===== config.mk =====
export PLATFORM = sky130hd
export DESIGN_NAME = unidade_controle_sequencia
export DESIGN_NICKNAME = d
export VERILOG_FILES = /design/src/rtl/unidade_controle_sequencia_pkg.sv /design/src/rtl/unidade_controle_sequencia.sv
export SDC_FILE = /design/constraint.sdc
export NUM_CORES = 1
export LEC_CHECK = 0
export ABC_AREA = 1
export BUFFER_PORTS_ARGS = -buffer_cell sky130_fd_sc_hd__buf_2
export CORE_MARGIN = 3
export CORE_UTILIZATION = 52
export DETAILED_ROUTE_END_ITERATION = 16
export GPL_TIMING_DRIVEN = 0
export PLACE_DENSITY = 0.79
export SLEW_MARGIN = 20
export SYNTH_ARGS = -nofsm -noshare
export SYNTH_HDL_FRONTEND = slang
export SYNTH_SLANG_ARGS = --single-unit

===== constraint.sdc =====
create_clock -name clock -period 3.7 [get_ports clock]
set_input_delay 0.37 -clock clock [delete_from_list [all_inputs] [get_ports clock]]
set_output_delay 0.37 -clock clock [all_outputs]
set_load 0.01 [all_outputs]

===== src/rtl/unidade_controle_sequencia_pkg.sv =====
// unidade_controle_sequencia_pkg: state codes and output decode shared by the game control unit
// and the datapath debug decoder.
package unidade_controle_sequencia_pkg;

    typedef enum logic [3:0] {
        INICIAL        = 4'h0,
        PREPARACAO     = 4'h1,
        EXIBE_INICIAL  = 4'h2,
        INICIA_RODADA  = 4'h3,
        ESPERA_JOGADA  = 4'h4,
        REGISTRA       = 4'h5,
        COMPARA        = 4'h6,
        PROXIMO        = 4'h7,
        AVANCA_NOVA    = 4'h8,
        ESPERA_NOVA    = 4'h9,
        GRAVA_JOGADA   = 4'hA,
        AUMENTA_LIMITE = 4'hB,
        VERIFICA_FIM   = 4'hC,
        FINAL_ACERTO   = 4'hD,
        FINAL_ERRO     = 4'hE,
        FINAL_TIMEOUT  = 4'hF
    } estado_t;

    typedef struct packed {
        logic zera_e;
        logic conta_e;
        logic zera_l;
        logic conta_l;
        logic zera_r;
        logic registra_r;
        logic zera_m;
        logic conta_m;
        logic registra_conf;
        logic exibe;
        logic escreve_m;
        logic pronto;
        logic ganhou;
        logic perdeu;
        logic timeout;
    } saidas_t;

    function automatic saidas_t decodifica(estado_t e);
        saidas_t s;
        s = '0;
        case (e)
            PREPARACAO: begin
                s.zera_e        = 1'b1;
                s.zera_l        = 1'b1;
                s.zera_r        = 1'b1;
                s.zera_m        = 1'b1;
                s.registra_conf = 1'b1;
            end
            EXIBE_INICIAL: begin
                s.exibe   = 1'b1;
                s.conta_m = 1'b1;
            end
            INICIA_RODADA: begin
                s.zera_e = 1'b1;
                s.zera_m = 1'b1;
            end
            ESPERA_JOGADA, ESPERA_NOVA: s.conta_m = 1'b1;
            REGISTRA: begin
                s.registra_r = 1'b1;
                s.zera_m     = 1'b1;
            end
            PROXIMO, AVANCA_NOVA: s.conta_e = 1'b1;
            GRAVA_JOGADA: begin
                s.registra_r = 1'b1;
                s.escreve_m  = 1'b1;
                s.zera_m     = 1'b1;
            end
            AUMENTA_LIMITE: s.conta_l = 1'b1;
            FINAL_ACERTO: begin
                s.pronto = 1'b1;
                s.ganhou = 1'b1;
            end
            FINAL_ERRO: begin
                s.pronto = 1'b1;
                s.perdeu = 1'b1;
            end
            FINAL_TIMEOUT: begin
                s.pronto  = 1'b1;
                s.timeout = 1'b1;
            end
            default: s = '0;
        endcase
        return s;
    endfunction

endpackage


===== src/rtl/unidade_controle_sequencia.sv =====
// unidade_controle_sequencia: Moore control FSM for the sequence memory game.
// Outputs are registered from the next state so they line up exactly with the state register.
module unidade_controle_sequencia
    import unidade_controle_sequencia_pkg::*;
(
    input  logic       clock,
    input  logic       reset,
    input  logic       jogar,
    input  logic       jogada,
    input  logic       igual,
    input  logic       fim_endereco,
    input  logic       fim_total,
    input  logic       fim_exibe,
    input  logic       fim_timeout,
    input  logic       timeout_hab,
    output logic       zeraE,
    output logic       contaE,
    output logic       zeraL,
    output logic       contaL,
    output logic       zeraR,
    output logic       registraR,
    output logic       zeraM,
    output logic       contaM,
    output logic       registraConf,
    output logic       exibe,
    output logic       escreveM,
    output logic       pronto,
    output logic       ganhou,
    output logic       perdeu,
    output logic       timeout,
    output logic [3:0] db_estado
);

    estado_t estado, nxt;
    saidas_t s;
    logic    expira;

    assign expira = fim_timeout && timeout_hab;

    always_comb begin
        nxt = estado;
        case (estado)
            INICIAL:        nxt = jogar ? PREPARACAO : INICIAL;
            PREPARACAO:     nxt = EXIBE_INICIAL;
            EXIBE_INICIAL:  nxt = fim_exibe ? INICIA_RODADA : EXIBE_INICIAL;
            INICIA_RODADA:  nxt = ESPERA_JOGADA;
            ESPERA_JOGADA:  nxt = jogada ? REGISTRA : expira ? FINAL_TIMEOUT : ESPERA_JOGADA;
            REGISTRA:       nxt = COMPARA;
            COMPARA:        nxt = !igual ? FINAL_ERRO : fim_endereco ? AVANCA_NOVA : PROXIMO;
            PROXIMO:        nxt = ESPERA_JOGADA;
            AVANCA_NOVA:    nxt = ESPERA_NOVA;
            ESPERA_NOVA:    nxt = jogada ? GRAVA_JOGADA : expira ? FINAL_TIMEOUT : ESPERA_NOVA;
            GRAVA_JOGADA:   nxt = AUMENTA_LIMITE;
            AUMENTA_LIMITE: nxt = VERIFICA_FIM;
            VERIFICA_FIM:   nxt = fim_total ? FINAL_ACERTO : INICIA_RODADA;
            FINAL_ACERTO, FINAL_ERRO, FINAL_TIMEOUT: nxt = jogar ? PREPARACAO : estado;
            default:        nxt = INICIAL;
        endcase
    end

    always_ff @(posedge clock) begin
        if (reset) begin
            estado <= INICIAL;
            s      <= '0;
        end else begin
            estado <= nxt;
            s      <= decodifica(nxt);
        end
    end

    assign {zeraE, contaE, zeraL, contaL, zeraR, registraR, zeraM, contaM,
            registraConf, exibe, escreveM, pronto, ganhou, perdeu, timeout} = s;
    assign db_estado = estado;

endmodule


# Yosys cells after proc, flatten, opt, wreduce, memory -nomap -nowiden
# Cells that the tools add are included.
# classes
n_eq_ne,28
muxes,24
n_reduce_logical,10
# op_table
cell,n
$eq A4 B4 Y1 const B,15
$pmux W4 S13,1
$eq A4 B3 Y1 const B,7
$mux W4,6
$eq A4 B2 Y1 const B,4
$mux W1,15
$reduce_or A3 Y1,3
$eq A4 B1 Y1 const B,2
$reduce_or A2 Y1,4
$mux W3,2
$logic_not A4 Y1,1
$reduce_or A4 Y1,1
$logic_and A1 B1 Y1,1
# word_totals
regBits,17
in_bits,10
wordCells,76

# Depth between registers and ports, before layout
# depth
word_depth,7
depth_mapped,13
ltp_nobuf,13

# Least setup slack after synthesis
# OpenSTA, ideal clock, no wires.
# synth_path
kind,flip-flop to flip-flop
start,reg estado[1] (netlist: db_estado[1])
end,"reg s, in the netlist contaM"
setup_ps,113
t_arrival_ps,1317
required_ps,3587
path_slack_ps,2270
stages_incl_launch_ff,14
path_buffers,0
synth_period_minus_slack_ps,1430
cell_sequence,dfxtp_1 -> inv_2 -> nor2_4 -> inv_2 -> nand2_1 -> nand2_2 -> nor2_4 -> nand2_4 -> nand2_1 -> inv_2 -> nand2_1 -> nand2_1 -> nand2_1 -> nand2_1
# synth_between
elab_chain_len,6
elab_cells_between_ends,25
# synth_rtl
element,line_no,source
"start, declared",unidade_controle_sequencia.sv:34,"estado_t estado, nxt;"
"start signal, assigned",unidade_controle_sequencia.sv:66,estado <= nxt;
$eq A4 B4 Y1 (tied with other cells),unidade_controle_sequencia.sv:42,case (estado)
$reduce_or A3 Y1 or $reduce_or A2 Y1 (tied branches),--,
$pmux W4 S13 (*),unidade_controle_sequencia.sv:42,
$eq A4 B3 Y1 (tied with other cells),unidade_controle_sequencia_pkg.sv:45,case (e)
$reduce_or A3 Y1 (no source line) (*),--,
$mux W1 (*),unidade_controle_sequencia_pkg.sv:45,
"end signal, assigned",unidade_controle_sequencia.sv:67,s <= decodifica(nxt);
"end, declared",unidade_controle_sequencia.sv:35,saidas_t s;
# Every way passes the cells marked *; elsewhere a longest branch is shown, timed or not.
# A chain may end at the register's enable or synchronous reset.

# Worst setup path in the final report
# layout_path
start,reg estado[0] (netlist: db_estado[0])
end,"reg s, in the netlist registraConf"
# layout_between
elab_chain_len,5
elab_cells_between_ends,22
# layout_rtl
element,line_no
$eq A4 B4 Y1 (tied with other cells),unidade_controle_sequencia.sv:42
$reduce_or A3 Y1 or $reduce_or A2 Y1 (tied branches),--
$pmux W4 S13 (*),unidade_controle_sequencia.sv:42
$eq A4 B1 Y1 (*),unidade_controle_sequencia_pkg.sv:45
$mux W1 (*),unidade_controle_sequencia_pkg.sv:45
# Marks and branches as above.

==> impl_metrics.toml <==
[outcome]
outcome = "completed"

[layout]
fillers = 146
fin_area_um2 = 1120
final_layout_size_suffix_gt1_frac = 0.391
multi_input_area_um2 = 488
num_antenna_cells = 0
layout_common_cells = "nand2_1 (33), buf_2 (28), dfxtp_1 (17)"
largest_register_ffs = 4
final_common_cell = "nand2_1"
nets = 172
fin_cells = 185
fin_util = 0.704
area_growth_pct = 21.4
seqCellArea_um2 = 340

[yosys]
ys_warn_count = 0
syn_inst = 129
ys_seq_area_frac = 0.368
avgSynthCellArea_um2 = 7.17
synth-seq-cells = 17
synthesis.nets = 139
synth_cell_types = 21
syn-cell-area_um2 = 925

[clocking]
worstSkewPairLatency_ns = 0.29
postCtsSetupRepairBufs = 0
cts_tree = "built"
cts_max_path_buffers = 2
htreeDepth = 1
hold_buffers = 0
cts_resized = 0
clock-sinks = 17
cts_root_buf = "clkbuf_4"
cts_made_buffers = 3
worst_setup_hold_path_clk_slew_ns = 0.10

[power_and_ir_drop]
peakVddDrop_mv = 0.590
power_density_nw_per_um2 = 808
power.leakage_uw = 0.000641

[floorplanning]
core_um2 = 1590
start_util = 0.580
dieArea_um2 = 2320
rows = 14
die_h_um = 48.2
chipWidth_um = 48.2
pin_count = 29

[timing]
period_share = 0.418
fin_tns_setup_ns = 0
fmax_mhz = 646
hold_violations = 0
max_slew.worst_pin.slew_ns = 0.292
relSlewSlack = 0.805
drv_slew = 0
rsz0062_at_grt = "no"
fin_skew_ns = 0.00265
setup_violations = 0
finalCriticalPeriod_ns = 1.55
final.setup.worst_slack_ns = 2.15

[global_route]
grt_pass1_wl_mm = 3.17
antenna_found_initial = 0
grt_max_degree = 11
grt_pass1_vias = 722
grtUsageTotal = 0.197
globalRouteOverflowTotal = 0

[placed_design]
place_area_um2 = 1090
dp.cells = 181
io_buffers = 28
post-place-ws_ns = 2.16
routabilityCongestion = 0.813
dp.final_hpwl_mm = 1.61

[route]
routed_via_density = 4.75
routed-via-count = 879
drc = 0
drt_pass1_iterations = 4
wl_mm = 1.93
routedWlPerCell_um = 10.4
drtIter0Drc = 19
ant_nets = 0

[critical_path]
critPathKind = "register to register"
path_max_fanout = 8
cp_data_required_time_ns = 3.93
worst_setup_path_end_kind = "register"
cp-start-kind = "register"
r2r_setup_slack_ns = 2.15
cp.arrival_ns = 1.78

[worst_hold_path]
min_path_type = "input pin to register"

[job]
cap_violations = 0
==> kinds of logic (layout without fill, tap and decap cells) <==
| logic type | after synthesis | in the layout | synth area share |
|---|---|---|---|
| DFF | 17 | 17 | 0.368 |
| buffers and inverters | 23 | 55 | 0.104 |
| and+or+nand+nor | 86 | 86 | 0.512 |
| AOI/OAI and AO/OA | 3 | 3 | 0.0162 |
==> layer usage <==
layer  global-route usage  part of all wire  vias up
li1                     -                 -      465
met1                0.266              0.46      380
met2                0.307              0.46       30
met3               0.0480             0.064        4
met4               0.0645             0.013        0
met5                    0                 0        -
==> layout make-up <==
class / count / share of cell area
Multi-Input combinational cell: 89 / 0.435
Sequential cell: 17 / 0.303
Timing Repair Buffer: 28 / 0.125
Inverter: 21 / 0.0725
Tap cell: 24 / 0.0268
Clock buffer: 3 / 0.0201
Buffer: 2 / 0.0134
Clock inverter: 1 / 0.00446
==> critical path: stages (launching register included) <==
cell and delay [ns]:
dfxtp_1 0.46, inv_1 0.13, nor2_2 0.19, nand3_1 0.10, nand2_1 0.10, inv_2 0.05, nand3_4 0.13, nand2_1 0.09
inv_2 0.06, nand2_1 0.10, nor2_1 0.10
==> path summary, 6_finish.rpt <==
path / startpoint / end / depth (start not counted)
setup / recovery: db_estado[0] / registraConf / 10
hold / removal: reset / db_estado[2] / 2
setup reg to reg: db_estado[0] / registraConf / 10
hold reg to reg: db_estado[0] / contaL / 3
==> power breakdown <==
part           switching [uW]  internal, uW
registers                38.2           224
clock network            58.8          40.2
logic                     356           189
==> cells in the mapped netlist <==
library cell	instances	area, um^2
nand2_1	33	124
dfxtp_1	17	340
nor2_1	15	56.3
nand3_1	14	70.1
inv_1	12	45.0
inv_2	8	30.0
nor2_2	6	37.5
nor2_4	5	56.3
a21oi_1	3	15.0
nand2_2	3	18.8
buf_4	2	15.0
nand4_1	2	12.5
inv_4	1	6.26
nand2_4	1	11.3
nand3_2	1	10.0
nand3_4	1	17.5
nand3b_1	1	7.51
nand3b_4	1	20.0
nor3_1	1	5.00
nor3_2	1	10.0
nor3_4	1	16.3
==> stage by stage <==
| step | hold slack [ns] | power (uW) |
|---|---|---|
| finish | 0.327 | 907 |
| global route | 0.311 | 992 |
| CTS | 0.318 | 911 |
| detailed placement | 0.628 | 811 |
| global placement | 0.626 | 802 |
| floorplan | 0.439 | 693 |
Power figures use the tool's default switching activity.
